$ cat config.mk
export PLATFORM = sky130hd
export DESIGN_NAME = branch_predict_check
export DESIGN_NICKNAME = d
export VERILOG_FILES = /design/src/rtl/branch_predict_check.sv
export SDC_FILE = /design/constraint.sdc
export NUM_CORES = 1
export LEC_CHECK = 0
export CAP_MARGIN = 20
export CORE_UTILIZATION = 48
export DETAILED_ROUTE_END_ITERATION = 8
export PLACE_DENSITY = 0.84
export SYNTH_ARGS = -nofsm -noshare
export SYNTH_HDL_FRONTEND = slang
export SYNTH_SLANG_ARGS = --single-unit
$ cat constraint.sdc
create_clock -name clk -period 4.1 [get_ports clk]
set_clock_uncertainty 0.2 [all_clocks]
set_input_delay 0.82 -clock clk [delete_from_list [all_inputs] [get_ports clk]]
set_output_delay 0.82 -clock clk [all_outputs]
set_load 0.02 [all_outputs]
$ cat src/rtl/branch_predict_check.sv
// -----------------------------------------------------------------------------
// branch_predict_check
//
// Branch resolution and dynamic prediction unit for the MIPS pipeline.
//   * Resolves the six MIPS branch conditions in ID from forwarded operands.
//   * Holds a branch history table (BHT) of 2-bit saturating counters indexed
//     by pc[IDX+1:2]. IF gets its prediction from the MSB of the counter.
//   * Flags a mispredict (flush request) when the resolved outcome differs
//     from the prediction that travelled down from IF.
//
// Optional feature macro: BRANCH_STATS_EN
//   When defined, adds resolve and mispredict event counters with a
//   synchronous clear input.
//
// Ports:
//   clk              rising-edge clock
//   rst_n            asynchronous active-low reset; BHT entries reset to 01
//   if_pc            fetch PC used for the prediction lookup
//   pred_taken       combinational prediction for if_pc
//   id_valid         ID stage holds a valid instruction
//   id_pc            PC of the instruction in ID (selects the BHT entry)
//   id_pred_taken    prediction made for id_pc back in IF
//   in1, in2         forwarded rs/rt operands
//   stall_compare    operands not ready; blocks resolution and BHT update
//   branch_condition 3-bit condition code
//   branch_check     resolved outcome (taken), combinational
//   mispredict       outcome differs from id_pred_taken, combinational
//   stats_clear      (BRANCH_STATS_EN) synchronous clear of both counters
//   branch_count     (BRANCH_STATS_EN) number of resolve events
//   mispredict_count (BRANCH_STATS_EN) number of mispredicts
// -----------------------------------------------------------------------------
module branch_predict_check #(
    parameter int WIDTH     = 32,
    parameter int PC_WIDTH  = 32,
    parameter int BHT_DEPTH = 64
) (
    input  logic                clk,
    input  logic                rst_n,
    input  logic [PC_WIDTH-1:0] if_pc,
    output logic                pred_taken,
    input  logic                id_valid,
    input  logic [PC_WIDTH-1:0] id_pc,
    input  logic                id_pred_taken,
    input  logic [WIDTH-1:0]    in1,
    input  logic [WIDTH-1:0]    in2,
    input  logic                stall_compare,
    input  logic [2:0]          branch_condition,
`ifdef BRANCH_STATS_EN
    input  logic                stats_clear,
    output logic [31:0]         branch_count,
    output logic [31:0]         mispredict_count,
`endif
    output logic                branch_check,
    output logic                mispredict
);

    localparam int IDX = $clog2(BHT_DEPTH);

    typedef enum logic [2:0] {
        COND_NONE = 3'b000,
        COND_BEQ  = 3'b001,
        COND_BNE  = 3'b010,
        COND_BLEZ = 3'b011,
        COND_BGTZ = 3'b100,
        COND_BLTZ = 3'b101,
        COND_BGEZ = 3'b110,
        COND_RSVD = 3'b111
    } cond_code_e;

    // Next value of a 2-bit saturating counter for a resolved outcome.
    function automatic logic [1:0] sat_update(input logic [1:0] ctr, input logic taken);
        logic [1:0] nxt;
        if (taken) begin
            nxt = (ctr == 2'b11) ? 2'b11 : (ctr + 2'b01);
        end else begin
            nxt = (ctr == 2'b00) ? 2'b00 : (ctr - 2'b01);
        end
        return nxt;
    endfunction

    logic [1:0]     bht_r [BHT_DEPTH];
    logic [IDX-1:0] lookup_idx_s;
    logic [IDX-1:0] update_idx_s;
    logic           cond_true_s;
    logic           is_branch_s;
    logic           resolve_s;
    logic           in1_neg_s;
    logic           in1_zero_s;
    logic           unused_pc_bits_s;

    // Word-aligned PCs: drop the byte offset, upper bits alias onto the table.
    assign lookup_idx_s = if_pc[IDX+1:2];
    assign update_idx_s = id_pc[IDX+1:2];
    assign unused_pc_bits_s = ^{if_pc[PC_WIDTH-1:IDX+2], if_pc[1:0],
                                id_pc[PC_WIDTH-1:IDX+2], id_pc[1:0]};

    assign in1_neg_s  = in1[WIDTH-1];
    assign in1_zero_s = (in1 == {WIDTH{1'b0}});

    // Condition evaluation; the zero-compare codes look only at in1.
    always_comb begin
        cond_true_s = 1'b0;
        is_branch_s = 1'b0;
        case (branch_condition)
            COND_BEQ:  begin is_branch_s = 1'b1; cond_true_s = (in1 == in2); end
            COND_BNE:  begin is_branch_s = 1'b1; cond_true_s = (in1 != in2); end
            COND_BLEZ: begin is_branch_s = 1'b1; cond_true_s = in1_neg_s | in1_zero_s; end
            COND_BGTZ: begin is_branch_s = 1'b1; cond_true_s = ~in1_neg_s & ~in1_zero_s; end
            COND_BLTZ: begin is_branch_s = 1'b1; cond_true_s = in1_neg_s; end
            COND_BGEZ: begin is_branch_s = 1'b1; cond_true_s = ~in1_neg_s; end
            COND_NONE: begin is_branch_s = 1'b0; cond_true_s = 1'b0; end
            COND_RSVD: begin is_branch_s = 1'b0; cond_true_s = 1'b0; end
            default:   begin is_branch_s = 1'b0; cond_true_s = 1'b0; end
        endcase
    end

    assign resolve_s = id_valid & ~stall_compare & is_branch_s;

    // Resolution outputs and fetch prediction; no bypass from a same-cycle update.
    always_comb begin
        branch_check = 1'b0;
        mispredict   = 1'b0;
        pred_taken   = bht_r[lookup_idx_s][1];
        if (resolve_s) begin
            branch_check = cond_true_s;
            mispredict   = cond_true_s ^ id_pred_taken;
        end else begin
            branch_check = 1'b0;
            mispredict   = 1'b0;
        end
    end

    // BHT counter storage; reset drops any update pending in the same cycle.
    always_ff @(posedge clk or negedge rst_n) begin
        if (!rst_n) begin
            for (int i = 0; i < BHT_DEPTH; i++) begin
                bht_r[i] <= 2'b01;
            end
        end else if (resolve_s) begin
            bht_r[update_idx_s] <= sat_update(bht_r[update_idx_s], cond_true_s);
        end else begin
            bht_r[update_idx_s] <= bht_r[update_idx_s];
        end
    end

`ifdef BRANCH_STATS_EN
    logic [31:0] branch_count_r;
    logic [31:0] mispredict_count_r;

    // Event counters; clear wins over a same-cycle increment, wrap naturally.
    always_ff @(posedge clk or negedge rst_n) begin
        if (!rst_n) begin
            branch_count_r     <= 32'd0;
            mispredict_count_r <= 32'd0;
        end else if (stats_clear) begin
            branch_count_r     <= 32'd0;
            mispredict_count_r <= 32'd0;
        end else begin
            branch_count_r     <= branch_count_r + {31'd0, resolve_s};
            mispredict_count_r <= mispredict_count_r + {31'd0, mispredict};
        end
    end

    assign branch_count     = branch_count_r;
    assign mispredict_count = mispredict_count_r;
`endif

endmodule

==> results of run 1 <==
power by group through the flow:
| stage | logic [uW] | registers [uW] | clock network [uW] |
|---|---|---|---|
| after global placement | 1160 | 2000 | 0 |
| after CTS | 1220 | 2010 | 1590 |
| after global routing | 1350 | 2060 | 1650 |
| after detailed placement | 1210 | 2020 | 0 |
| final | 1240 | 2020 | 1590 |
| after floorplan | 848 | 1910 | 0 |
worst reg2reg max path: cells and delay by family, from the launching register on:
family / cells / cell delay, ns
AOI/OAI and AO/OA: 4 / 0.61
buffers and inverters: 2 / 0.41
DFF: 1 / 0.37
muxes: 2 / 0.44
and+or+nand+nor: 2 / 0.91
cell families (layout without fill, tap and decap cells):
group                    after synthesis  count (layout)
XOR/XNOR                              33              33
multiplexers                          59              59
flip-flops                           128             128
adder cells (fa/ha/maj)                1               1
AND/OR/NAND/NOR                      296             296
buffers and inverters                 44             187
AO/OA/AOI/OAI                        181             181
through the flow:
stage / instance area, um^2 / power [uW] / setup TNS (ns) / util [%]
finish: 9320 / 4850 / 0 / 63.9
global route: 9320 / 5060 / -0.0164 / 63.9
CTS: 9300 / 4830 / 0 / 63.8
detailed placement: 8650 / 3220 / -1.28 / 59.3
global placement: 8650 / 3160 / -1.15 / 59.3
floorplan: 7220 / 2760 / 0 / -
what timing repair did:
action | in CTS | in global routing
resized for setup | 15 | 6
pin swaps | 1 | 1
gates cloned | 1 | 0
setup endpoints to repair | 3 | 2
path summary, 6_finish.rpt:
kind,endpoint,from,slack [ns]
max in group asynchronous,bht_r[76]$_DFFE_PN1P_,rst_n,2.60
min reg2reg,bht_r[70]$_DFFE_PN1P_,bht_r[70]$_DFFE_PN1P_,0.30
min,bht_r[39]$_DFFE_PN0P_,rst_n,0.24
max,pred_taken,if_pc[2],0.05
min in group clk,bht_r[70]$_DFFE_PN1P_,bht_r[70]$_DFFE_PN1P_,0.30
max reg2reg,bht_r[109]$_DFFE_PN0P_,bht_r[100]$_DFFE_PN1P_,1.03
area by class of cell:
cell class | instances | area [um^2] | area share, %
Multi-Input combinational cell | 570 | 3690 | 39.6
Sequential cell | 128 | 3280 | 35.2
Timing Repair Buffer | 151 | 1480 | 15.9
Clock buffer | 21 | 470 | 5.05
Tap cell | 184 | 230 | 2.47
Clock inverter | 11 | 153 | 1.64
Inverter | 4 | 15.0 | 0.161
per-layer routing:
| metal | wire, um | track usage (%) | vias up |
|---|---|---|---|
| met3 | 2200 | 8.51 | 104 |
| li1 | - | - | 2935 |
| met5 | 0 | 0 | - |
| met1 | 7910 | 34.4 | 3156 |
| met2 | 10500 | 46.3 | 403 |
| met4 | 987 | 15.6 | 0 |
layout by cell type (no fill, tap or decap), drive strengths merged, types with 9 or more instances in the layout:
master,instances
clkdlybuf4s50,78
nor4,17
nor2,202
xor2,32
mux4,33
buf,70
nand3,9
dfrtp,64
nand2,23
dfstp,64
mux2i,20
a21oi,138
clkbuf,21
==> run summary, run 1 <==
outcome: completed
Max FO, Critical Path: 8
Filler cells: 1067
sequential element share of the synthesized area: 45.5%
Max Clk Rate: 0.247 GHz
Reg2Reg Depth: 10
nets: 1008
Num CTS Buffers: 17
compound-cell area share of the yosys netlist: 14.4%
post-synthesis cell type count: 59
Worst EP required: 3.08 ns
Pins Over Slew Limit: 0
global-route congestion overflow total: 0
WHS: 0.239 ns
drt total wl: 21600 um
leak pwr: 0.00377 uW
Mapped Area: 7220 um^2
Post-synth EDFFs: 0
DR vias: 6598
first-pass GRT wire length: 34300 um
pwr dens: 520 nW/um^2
Largest regs: bht_r (128)
Clock Tree Root: clkbuf_16
top-count cell post-synth: nor2_1
share of layout cells above drive strength 1: 24.5%
DP HPWL: 14600 um
vias in the first global route: 6595
CP top delay family: multiplexers
Sw Ratio: 30.3%
Worst setup SP type: primary input
worst min path class: in2async
starting density of the core: 49.5%
largest net degree at the start of global routing: 74
slew margin rel.: 51.3%
minimum clock period: 4.05 ns
Slew @ Worst Pin: 0.731 ns
most flop-heavy register: bht_r
hold_buf cts: 0
dpl ws: -0.529 ns
CTS tree: built
Adder-Cell Fraction of Synth Area: 0.156%
CTS Sinks: 128
CP Depth: 6
syn_area_per_cell: 9.73 um^2
P_int: 3380 uW
port bufs: 86
gpl congestion: 0.900
#FFs+latches synth: 128
Mapped Nets: 878
final worst slack: 0.0511 ns
WP buf/inv: 3
worst path arrival time: 3.03 ns
latest clock arrival within the worst-skew pair: 0.43 ns
# IOs: 139
ranking of synthesized cells by area: dfstp_2 (23%), dfrtp_1 (22%), nor2_1 (10%), mux4_2 (10%), a21oi_1 (9.5%)
Die Height: 125 um
highest-delay cell along the critical path: mux4_2
switching power: 1470 uW
fin cells: 1069
initial drt markers: 784
Main synth FF type: dfstp_2
antenna cells: 0
CP Class: in2out
# setup viols final: 0
CP Cell Sequence: clkdlybuf4s15_2 -> bufbuf_16 -> mux4_2 -> mux4_2 -> mux4_2 -> buf_2
sequential power share: 41.7%
initial antenna violation count: 0
row count: 44
xor and xnor area share after synthesis: 4.00%
multiplexer share of the synthesized area: 14.0%
Post-CTS Setup Inserts: 0
Routed Antenna Nets: 0
Top cell by count, worst path: mux4_2
clock tree buffer depth: 2
Die Wd: 125 um
maxcap violations: 0
Die Area: 15500 um^2
Comb power frac: 25.5%
crit-path max cell delay: 0.50 ns
DRC Markers: 0
Core Box Area: 14600 um^2
VDD IR max: 0.406 mV
commonest cells in the netlist: nor2_1 (202), a21oi_1 (137), dfrtp_1 (64), dfstp_2 (64), mux4_2 (33)
placed cell count: 1036
Synth area leader: dfstp_2
final worst-path cycle share: 98.8%
P&R area growth vs syn: 29.0%
FFs w/ async S/R, synth: 100%
clock-pin transition on the worst setup and hold timing paths: 0.06 ns
routed length per instance: 20.2 um
largest family of logic cells by synthesized area: simple AND/OR/NAND/NOR gates
max FFs per register: 128
detail-routed via count per cell: 6.17
overall global routing resource usage: 28.7%
Hold Fails Final Rpt: 0
Post-Synth Simple-Gate Area: 18.3%
Setup crit end kind: output pin
Clk pwr share: 32.8%
DR pass1 iterations: 8
H-Tree Depth: 4
Yosys warning count: 0
Post-Syn Instances: 742
top cell type's share of synthesized area: 23.3%
Note: power is estimated with default switching activity, not from simulation.
==> run 2: changes to the inputs <==
--- a/config.mk
+++ b/config.mk
@@ -9,6 +9,7 @@
 export CORE_UTILIZATION = 48
 export DETAILED_ROUTE_END_ITERATION = 8
 export PLACE_DENSITY = 0.84
+export SLEW_MARGIN = 15
 export SYNTH_ARGS = -nofsm -noshare
 export SYNTH_HDL_FRONTEND = slang
 export SYNTH_SLANG_ARGS = --single-unit
==> results of run 2 <==
The final DEF is identical to that of run 1; final timing and power are the same.
